[src/rtl/sim_monitor_pkg.sv]
// sim_monitor_pkg: shared types and defaults for the store-bus pass/fail monitor.
// Provides the monitor FSM state enum, default limits and an index-width helper.
package sim_monitor_pkg;

  typedef enum logic [1:0] {
    MON_RUN,
    MON_HOLD,
    MON_DONE
  } mon_state_t;

  localparam int DEF_TIMEOUT = 512;
  localparam int DEF_HOLDOFF = 10;

  // Width needed to index n items, never below one bit.
  function automatic int idx_w(input int n);
    return (n > 1) ? $clog2(n) : 1;
  endfunction

endpackage

[src/rtl/sim_watchdog.sv]
// sim_watchdog: CW-bit saturating cycle counter with enable, freeze and expiry flag.
// in: clk reset(async, active-low) en freeze; out: cnt, expire (cnt at LIMIT-1)
module sim_watchdog #(
  parameter int CW    = 16,
  parameter int LIMIT = 512
) (
  input  logic          clk,
  input  logic          reset,
  input  logic          en,
  input  logic          freeze,
  output logic [CW-1:0] cnt,
  output logic          expire
);

  // A limit wider than the counter can never be reached; the
  // counter then just saturates instead of wrapping into a false expiry.
  localparam bit REACH =
    (CW >= 31) || (LIMIT <= (2 ** CW));
  localparam logic [CW-1:0] LAST = CW'(LIMIT - 1);

  logic sat;

  assign sat    = &cnt;
  assign expire = REACH && (cnt == LAST);

  always_ff @(posedge clk or negedge reset) begin
    if (!reset) begin
      cnt <= '0;
    end else if (en && !freeze && !expire && !sat) begin
      cnt <= cnt + CW'(1);
    end
  end

endmodule

[src/rtl/sim_pass_monitor.sv]
// sim_pass_monitor: compares every store against NUM_CHK signatures, runs a watchdog, flags pass/fail/halt.
// in: clk reset memwrite dataadr writedata chk_en chk_adr chk_data ordered; out: done pass fail pass_idx halt cycles
module sim_pass_monitor
  import sim_monitor_pkg::*;
#(
  parameter int AW      = 64,
  parameter int DW      = 64,
  parameter int NUM_CHK = 4,
  parameter int TIMEOUT = DEF_TIMEOUT,
  parameter int HOLDOFF = DEF_HOLDOFF,
  parameter int CW      = 16,
  localparam int IW     = idx_w(NUM_CHK)
) (
  input  logic                  clk,
  input  logic                  reset,
  input  logic [1:0]            memwrite,
  input  logic [AW-1:0]         dataadr,
  input  logic [DW-1:0]         writedata,
  input  logic [NUM_CHK-1:0]    chk_en,
  input  logic [NUM_CHK*AW-1:0] chk_adr,
  input  logic [NUM_CHK*DW-1:0] chk_data,
  input  logic                  ordered,
  output logic                  done,
  output logic                  pass,
  output logic                  fail,
  output logic [IW-1:0]         pass_idx,
  output logic                  halt,
  output logic [CW-1:0]         cycles
);

  localparam int PW = idx_w(NUM_CHK + 1);
  localparam int HW = idx_w(HOLDOFF);
  localparam logic [HW-1:0] HLAST =
    HW'((HOLDOFF > 0) ? HOLDOFF - 1 : 0);

  if (NUM_CHK < 1 || NUM_CHK > 16) begin : g_bad_num_chk
    $error("sim_pass_monitor: NUM_CHK must be 1..16");
  end
  if (TIMEOUT < 2) begin : g_bad_timeout
    $error("sim_pass_monitor: TIMEOUT must be >= 2");
  end
  if (CW < 31 && (2 ** CW) < TIMEOUT) begin : g_bad_cw
    $error("sim_pass_monitor: CW too narrow for TIMEOUT");
  end

  mon_state_t state, state_n;

  logic [PW-1:0] seq_ptr, ptr_n;
  logic [HW-1:0] hold_cnt, hcnt_n;
  logic          done_n, pass_n, fail_n, halt_n;
  logic [IW-1:0] idx_n;

  logic [NUM_CHK-1:0] hit;
  logic               st;
  logic [IW-1:0]      any_idx;
  logic [IW-1:0]      cur;
  logic               cur_ok;
  logic               more;
  logic               seq_hit;
  logic               win;
  logic [IW-1:0]      win_idx;
  logic               expire;
  logic               run;

  assign st  = |memwrite;
  assign run = (state == MON_RUN);

  for (genvar i = 0; i < NUM_CHK; i++) begin : g_cmp
    assign hit[i] = st & chk_en[i]
      & (dataadr == chk_adr[i*AW +: AW])
      & (writedata == chk_data[i*DW +: DW]);
  end

  // cur is the slot the ordered sequence waits on: the first
  // enabled slot at or after seq_ptr. more says a later enabled
  // slot still has to hit before the sequence is complete.
  always_comb begin
    any_idx = '0;
    for (int i = NUM_CHK - 1; i >= 0; i--) begin
      if (hit[i]) any_idx = IW'(i);
    end
    cur_ok = 1'b0;
    cur    = '0;
    for (int i = 0; i < NUM_CHK; i++) begin
      if (!cur_ok && chk_en[i] && PW'(i) >= seq_ptr) begin
        cur_ok = 1'b1;
        cur    = IW'(i);
      end
    end
    more = 1'b0;
    for (int i = 0; i < NUM_CHK; i++) begin
      if (chk_en[i] && IW'(i) > cur) more = 1'b1;
    end
    seq_hit = cur_ok & hit[cur];
    win     = ordered ? (seq_hit & ~more) : (|hit);
    win_idx = ordered ? cur : any_idx;
  end

  // A winning hit freezes the count on the edge it is sampled,
  // so cycles reports the cycle the matching store appeared.
  sim_watchdog #(
    .CW    (CW),
    .LIMIT (TIMEOUT)
  ) u_wd (
    .clk    (clk),
    .reset  (reset),
    .en     (run),
    .freeze (win),
    .cnt    (cycles),
    .expire (expire)
  );

  always_comb begin
    state_n = state;
    ptr_n   = seq_ptr;
    hcnt_n  = hold_cnt;
    done_n  = done;
    pass_n  = pass;
    fail_n  = fail;
    halt_n  = halt;
    idx_n   = pass_idx;
    unique case (state)
      MON_RUN: begin
        if (ordered && seq_hit && more) begin
          ptr_n = PW'(cur) + PW'(1);
        end
        // A hit on the expiry edge still counts as a pass.
        if (win) begin
          pass_n = 1'b1;
          done_n = 1'b1;
          idx_n  = win_idx;
          if (HOLDOFF == 0) begin
            halt_n  = 1'b1;
            state_n = MON_DONE;
          end else begin
            state_n = MON_HOLD;
          end
        end else if (expire) begin
          fail_n  = 1'b1;
          done_n  = 1'b1;
          halt_n  = 1'b1;
          state_n = MON_DONE;
        end
      end
      MON_HOLD: begin
        hcnt_n = hold_cnt + HW'(1);
        if (hold_cnt == HLAST) begin
          halt_n  = 1'b1;
          state_n = MON_DONE;
        end
      end
      MON_DONE: begin
        state_n = MON_DONE;
      end
      default: begin
        state_n = MON_RUN;
      end
    endcase
  end

  always_ff @(posedge clk or negedge reset) begin
    if (!reset) begin
      state    <= MON_RUN;
      seq_ptr  <= '0;
      hold_cnt <= '0;
      done     <= 1'b0;
      pass     <= 1'b0;
      fail     <= 1'b0;
      halt     <= 1'b0;
      pass_idx <= '0;
    end else begin
      state    <= state_n;
      seq_ptr  <= ptr_n;
      hold_cnt <= hcnt_n;
      done     <= done_n;
      pass     <= pass_n;
      fail     <= fail_n;
      halt     <= halt_n;
      pass_idx <= idx_n;
    end
  end

endmodule

[config.mk]
export PLATFORM = sky130hd
export DESIGN_NAME = sim_pass_monitor
export DESIGN_NICKNAME = d
export VERILOG_FILES = /design/src/rtl/sim_monitor_pkg.sv /design/src/rtl/sim_watchdog.sv /design/src/rtl/sim_pass_monitor.sv
export SDC_FILE = /design/constraint.sdc
export NUM_CORES = 1
export LEC_CHECK = 0
export ABC_AREA = 1
export CAP_MARGIN = 40
export CORE_AREA = 4 4 260 262
export CTS_CLUSTER_SIZE = 16
export DETAILED_ROUTE_END_ITERATION = 12
export DIE_AREA = 0 0 264 266
export DONT_BUFFER_PORTS = 1
export GPL_TIMING_DRIVEN = 0
export HOLD_SLACK_MARGIN = 0.05
export RECOVER_POWER = 50
export SKIP_LAST_GASP = 1
export SYNTH_ARGS = -nofsm -noshare
export SYNTH_HDL_FRONTEND = slang
export SYNTH_SLANG_ARGS = --single-unit
[constraint.sdc]
create_clock -name clk -period 2.34 [get_ports clk]
set_input_delay 0.351 -clock clk [delete_from_list [all_inputs] [get_ports clk]]
set_output_delay 0.351 -clock clk [all_outputs]
set_load 0.01 [all_outputs]
==> out/qor.csv, run 1 <==
metric,value,unit
grtUsageTotal,0.292,
drtIter0Drc,1665,
grt_overflow_total,0,
insertion_delay,0.28,ns
skew,0.00604,ns
clkTransAtPathRegs,0.06,ns
power_density,263,nW/um^2
antenna_left,0,
drt_pass1_iterations,8,
synth-simple-area-share,0.558,
grt_max_degree,32,
synth_mux_area_frac,0.000927,
synth_compound_area_frac,0.0355,
core_area,65400,um^2
synth_common_cells,"974 x nand2_1, 375 x inv_1, 330 x nor2_1",
die_area,70200,um^2
cp.required,2.50,ns
synthTopCellsByArea,"nand2_1 30%, xnor2_1 12%, inv_1 12%",
p_leak,7.71,nW
layout-drive-gt1-share,0.136,
die_x,264,um
core.rowCount,94,
yosysTopAreaCellShare,0.301,
start_kind,primary input,
syn-cell-area,12200,um^2
grt_antenna_before_repair,9,
synthAdderAreaFrac,0.00824,
setup_tns,0,ns
cts.path.max_buffers,2,
synth_flop_cell,dfrtp_1,
max_freq,0.430,GHz
synth_top_family_by_area,simple AND/OR/NAND/NOR gates,
holdWs,0.524,ns
grt_pass1_wl,138000,um
syn_nets,3107,
synthCells,2450,
worstPathMaxFanout,5,
synth-edff-count,0,
cts-root-buf,clkbuf_16,
yosys_warnings,0,
drv_cap,0,
synth.distinct_cells,44,
fin_crit,2.32,ns
worst_slew_pin_slew,1.48,ns
place_hpwl,102000,um
wirelength,109000,um
io_pins,671,
nFillCells,7649,
dieHeight,266,um
place.gp.congestion,1.01,
ys_seq_elements,31,
vias,16200,
multi_input_area,11000,um^2
yosysMostFrequentCell,nand2_1,
clockPowerShare,0.196,
register_area,777,um^2
grt_pass1_vias,15200,
seqPwrFrac,0.136,
portBuffers,0,
worstSetupPathType,in2reg,
wl_per_cell,32.7,um
synth_xor_area_frac,0.188,
maxSlewViolCount,0,
ir_drop,0.000333,V
start_util,0.186,
power.internal,0.00194,W
cp.arrival,2.48,ns
endpoint_kind,flop,
cts.sinks,31,
avgSynthCellArea,4.96,um^2
layout.nets,3135,
area_delta_synth_final,23.9,%
vias_per_cell,4.83,
p_sw,0.00202,W
synth_top_cell_by_area,nand2_1,
h-tree-depth,2,
cts_tree,yes,
rr_worst_depth,15,
hold_viol,0,
final_core_util,0.230,
switching_share,0.509,
hp-class,in2reg,
remaining_drc_errors,0,
fin_crit_sh,0.993,
async_reset_ff_frac,1.00,
finalSetupViolations,0,
status,completed,
rsz0062_at_grt,true,
seq_area_frac_synth,0.0638,
whs_path_depth,5,
cts_buffers,5,
maxSlewHeadroom,0.0143,
p_comb_frac,0.669,
[through the flow]
| stage | cells | power (W) | instance area (um^2) | worst slack (ns) |
|---|---|---|---|---|
| global placement | 3314 | 0.00287 | 13200 | -0.809 |
| finish | 3350 | 0.00396 | 15100 | 0.0163 |
| global route | 3344 | 0.00414 | 15000 | -0.0480 |
| detailed placement | 3316 | 0.00288 | 13200 | -0.813 |
| floorplan | 2450 | 0.00190 | 12200 | 0.167 |
| CTS | 3335 | 0.00377 | 14100 | 0.00308 |
[per-layer routing]
metal  vias up  wire, um  share of wire  GRT usage
met5         -        34        0.00031          0
met4         6      5050          0.046      0.103
met3       166     12500           0.11      0.105
met1      7536     41900           0.38      0.345
li1       7491         -              -          -
met2       987     50000           0.46      0.490
[kinds of logic (layout without fill, tap and decap cells)]
family | after synthesis | in the layout
and+or+nand+nor | 1621 | 1621
buffers and inverters | 451 | 480
xor gates and xnor gates | 261 | 261
AOI/OAI and AO/OA | 77 | 77
DFF | 31 | 31
adders and majority gates | 8 | 8
muxes | 1 | 1
other | 0 | 7
[worst paths after layout]
check	slack (ns)	start	to
max	0.02	dataadr[6]	u_wd.cnt[0]$_DFFE_PN0P_
min	0.52	chk_en[1]	done$_DFFE_PN0P_
max reg2reg	0.06	seq_ptr[1]$_DFFE_PN0P_	u_wd.cnt[0]$_DFFE_PN0P_
min reg2reg	0.52	state[1]$_DFFE_PN0P_	state[1]$_DFFE_PN0P_
max in group asynchronous	0.27	reset	u_wd.cnt[0]$_DFFE_PN0P_
min in group asynchronous	1.11	reset	u_wd.cnt[3]$_DFFE_PN0P_
[sequential cells by signal (all words and copies together) (netlist names)]
| register | cells |
|---|---|
| pass_idx | 2 |
| done | 1 |
| state | 2 |
| u_wd.cnt | 16 |
| fail | 1 |
| halt | 1 |
| seq_ptr | 3 |
| pass | 1 |
| hold_cnt | 4 |
[layout make-up]
cell class	instances	share of cell area
multi-input cells	1968	0.730
diodes	7	0.00116
inverters	416	0.105
well taps	864	0.0718
flip-flops and latches	31	0.0516
clock inverters	2	0.00233
repair buffers	21	0.0117
clock buffers	6	0.00922
plain buffers	35	0.0179
[power by group through the flow]
stage | Sequential (W) | Clock (W) | Combinational [W]
5_1_grt | 0.000537 | 0.000810 | 0.00279
6_report | 0.000537 | 0.000775 | 0.00265
3_3_place_gp | 0.000547 | 0 | 0.00233
4_1_cts | 0.000537 | 0.000778 | 0.00246
2_1_floorplan | 0.000547 | 0 | 0.00136
3_5_place_dp | 0.000547 | 0 | 0.00233
[timing repair]
action,4_1_cts,5_1_grt
pin swaps,10,43
setup buffers,9,8
setup endpoints to repair,27,25
hold buffers,2,0
hold endpoints to repair,31,0
resized for setup,100,216
[cell usage in the layout, fill, tap and decap left out, types with 5 or more instances in the layout]
master,Yosys,final
buf_4,2,25
nand3b_1,7,7
buf_6,1,9
nor2_4,0,20
buf_2,8,5
or2_2,6,5
nand3_2,7,10
xnor2_1,173,103
xnor2_4,0,19
nor3_2,0,10
nand2_2,5,35
o22ai_1,6,5
dfrtp_1,31,30
xor2_2,0,6
xnor2_2,0,51
ha_1,8,6
nor2_1,330,277
nand3_1,91,86
nand2_1,974,936
nand2_4,0,8
or2_1,23,21
o21ai_2,4,6
clkbuf_4,0,8
o21ai_0,43,39
nor2_2,6,39
nor3_1,52,42
a21oi_1,12,11
inv_2,39,39
nand4_1,93,93
diode_2,0,7
clkbuf_16,0,5
inv_1,375,372
clkbuf_2,23,6
xor2_1,88,81
o21ai_1,6,8
[worst max-delay path: stages]
cell	delay, ns
xor2_1	0.66
nor2_1	0.08
nand4_1	0.13
nor2_1	0.07
nand4_1	0.13
nor2_4	0.06
nand3_1	0.09
nand2_2	0.09
o21ai_4	0.24
nand4_4	0.19
buf_6	0.17
buf_6	0.10
xnor2_1	0.12
Note: power is estimated with default switching activity, not from simulation.
==> run 2: changes to the inputs <==
- CORE_AREA: 4 4 260 262 -> 4 4 262 264
- DIE_AREA: 0 0 264 266 -> 0 0 266 268
- REMOVE_ABC_BUFFERS: unset -> 1
==> run 2 against run 1 <==
The flow now finishes with violations (setup timing). Cell area shrank 5.4%. Worst hold slack is essentially flat. Combinational power shrank 8.7%. Largest cell class unchanged. Non-clock buffer count fell by 28. Global-route usage fell by 0.075 points. Register-to-register slack lost 0.04 ns. Utilization down 1.6 points. Worst setup slack worse by 0.036 ns. Via count down 1.8%. Die area is 1.5% higher. Final cell count decreased by 0.63%. Clock skew is 0.00055 ns higher.
==> out/qor.csv, run 2 (synthesis results as in run 1) <==
metric,value,unit,change
status,"finished, violations left",,
violations,setup timing,,
layout-drive-gt1-share,0.0942,,-0.0422
drt_pass1_iterations,8,,unchanged
maxSlewHeadroom,0.0150,,+0.000701
cts.sinks,31,,unchanged
maxSlewViolCount,0,,unchanged
grt_max_degree,32,,unchanged
final_core_util,0.214,,-0.0163
start_kind,primary input,,
worst_slew_pin_slew,1.48,ns,-0.00105 ns
place_area,13100,um^2,-1.2%
core_area,66600,um^2,+1.8%
register_area,777,um^2,unchanged
wirelength,111000,um,+1.3%
fin_crit_sh,1.01,,+0.0152
max_freq,0.424,GHz,-1.5%
worstSetupPathType,in2reg,,
cp.required,2.50,ns,about the same
grtUsageTotal,0.291,,-0.000747
portBuffers,0,,unchanged
grt_pass1_vias,15000,,-0.78%
io_pins,671,,unchanged
cts_buffers,5,,unchanged
remaining_drc_errors,0,,unchanged
reg_top3,"u_wd.cnt (16), hold_cnt (4), seq_ptr (3)",,
cts_tree,yes,,
area_delta_synth_final,17.2,%,
nFillCells,7844,,+2.5%
ir_drop,0.000261,V,-22%
place.gp.congestion,1.03,,+1.3%
cts.path.max_buffers,2,,unchanged
drtIter0Drc,1517,,-8.9%
clkTransAtPathRegs,0.06,ns,about the same
antenna_left,0,,unchanged
h-tree-depth,2,,unchanged
skew,0.00659,ns,+0.000546 ns
power_density,262,nW/um^2,-0.57%
layout_setup_ws,-0.0194,ns,-0.0356 ns
insertion_delay,0.28,ns,about the same
dieHeight,268,um,+0.75%
multi_input_area,10300,um^2,-5.8%
die_area,71300,um^2,+1.5%
p_leak,7.39,nW,-4.2%
wl_per_cell,33.3,um,+1.9%
fin_crit,2.36,ns,+0.0356 ns
core.rowCount,95,,+1.1%
largest_reg_flops,16,,unchanged
place_hpwl,103000,um,+1.4%
worstPathMaxFanout,6,,+1
finalInstanceArea,14200,um^2,-5.4%
grt_overflow_total,0,,unchanged
cp.arrival,2.52,ns,+0.04 ns
final_cell_mix,"950 x nand2_1, 372 x inv_1, 305 x nor2_1, 130 x xnor2_1, 93 x nand4_1",,
endpoint_kind,flop,,
mostFrequentLayoutCell,nand2_1,,
layout.nets,3109,,-0.83%
vias,15900,,-1.8%
regMostFlops,u_wd.cnt,,
finalSetupViolations,5,,+5
hp-class,reg2reg,,
grt_antenna_before_repair,7,,-2
drv_cap,0,,unchanged
vias_per_cell,4.77,,-1.2%
die_x,266,um,+0.76%
start_util,0.183,,-0.00327
grt_pass1_wl,138000,um,-0.11%
rsz0062_at_grt,true,,
hold_viol,0,,unchanged
cts-root-buf,clkbuf_16,,
==> run 2: changes by cell type in the layout (fill, tap and decap cells not counted), sizes merged <==
cell,previous run,this run
clkinv,1,3
clkbuf,20,6
buf,40,26
diode,7,3
==> run 2: layout make-up <==
type / instances / area share
clock inverter: 2 / 0.00246
timing repair buffer: 28 / 0.0172
tap: 873 / 0.0767
inverter: 416 / 0.111
antenna: 3 / 0.000527
multi-input combinational: 1968 / 0.726
clock buffer: 6 / 0.00975
sequential: 31 / 0.0545
timing repair inverter: 2 / 0.00141
==> run 2: path summary, 6_finish.rpt <==
| path | startpoint | end | slack [ns] | depth (start not counted) |
|---|---|---|---|---|
| worst max-delay path | dataadr[38] | u_wd.cnt[8]$_DFFE_PN0P_ | -0.02 | 13 |
| worst min-delay path | state[1]$_DFFE_PN0P_ | state[1]$_DFFE_PN0P_ | 0.52 | 2 |
| worst max register to register | seq_ptr[1]$_DFFE_PN0P_ | u_wd.cnt[0]$_DFFE_PN0P_ | 0.02 | 15 |
| worst min register to register | state[1]$_DFFE_PN0P_ | state[1]$_DFFE_PN0P_ | 0.52 | 2 |
| max in group asynchronous | reset | u_wd.cnt[0]$_DFFE_PN0P_ | 0.28 | 2 |
| min in group asynchronous | reset | hold_cnt[0]$_DFFE_PN0N_ | 1.10 | 2 |
==> run 2: report_power, final <==
part           internal, W  switching, W  total, W
registers         0.000537   0.000000408  0.000538
logic             0.000776       0.00165   0.00242
clock network     0.000529      0.000236  0.000764
total              0.00184       0.00188   0.00373
==> run 2: per-layer routing <==
layer	GRT usage	up-vias	wire [um]
met5	0	-	29
met4	0.119	4	5820
met3	0.106	178	13000
met2	0.485	959	49900
met1	0.340	7341	42100
li1	-	7412	-
==> run 2: through the flow <==
stage	total power (W)	setup TNS [ns]	setup slack (ns)	hold WS, ns	cells
after global placement	0.00279	-28.66	-1.16	0.0562	3288
after floorplan	0.00184	0	0.194	0.0554	2415
final	0.00373	-0.0558	-0.0194	0.525	3329
after detailed placement	0.00281	-15.65	-0.694	0.0563	3294
after global routing	0.00390	-0.948	-0.100	0.549	3326
after CTS	0.00364	0	0.00449	0.488	3312
==> run 2: timing repair <==
action / 4_1_cts / 5_1_grt
setup endpoints to repair: 27 / 25
gates resized for setup: 64 / 107
pin swaps: 10 / 22
hold endpoints to repair: 31 / 0
cloned: 0 / 2
hold buffers: 2 / 0
setup buffers: 8 / 13
==> run 2: critical path: stages <==
cell,delay [ns]
xnor2_1,0.48
nand2_1,0.11
nor2_1,0.27
nand3_1,0.14
nor2_1,0.32
nand3_2,0.15
nand2_2,0.12
o21ai_4,0.09
nand4_4,0.17
buf_6,0.14
clkinv_8,0.05
nand2_1,0.05
o21ai_0,0.07
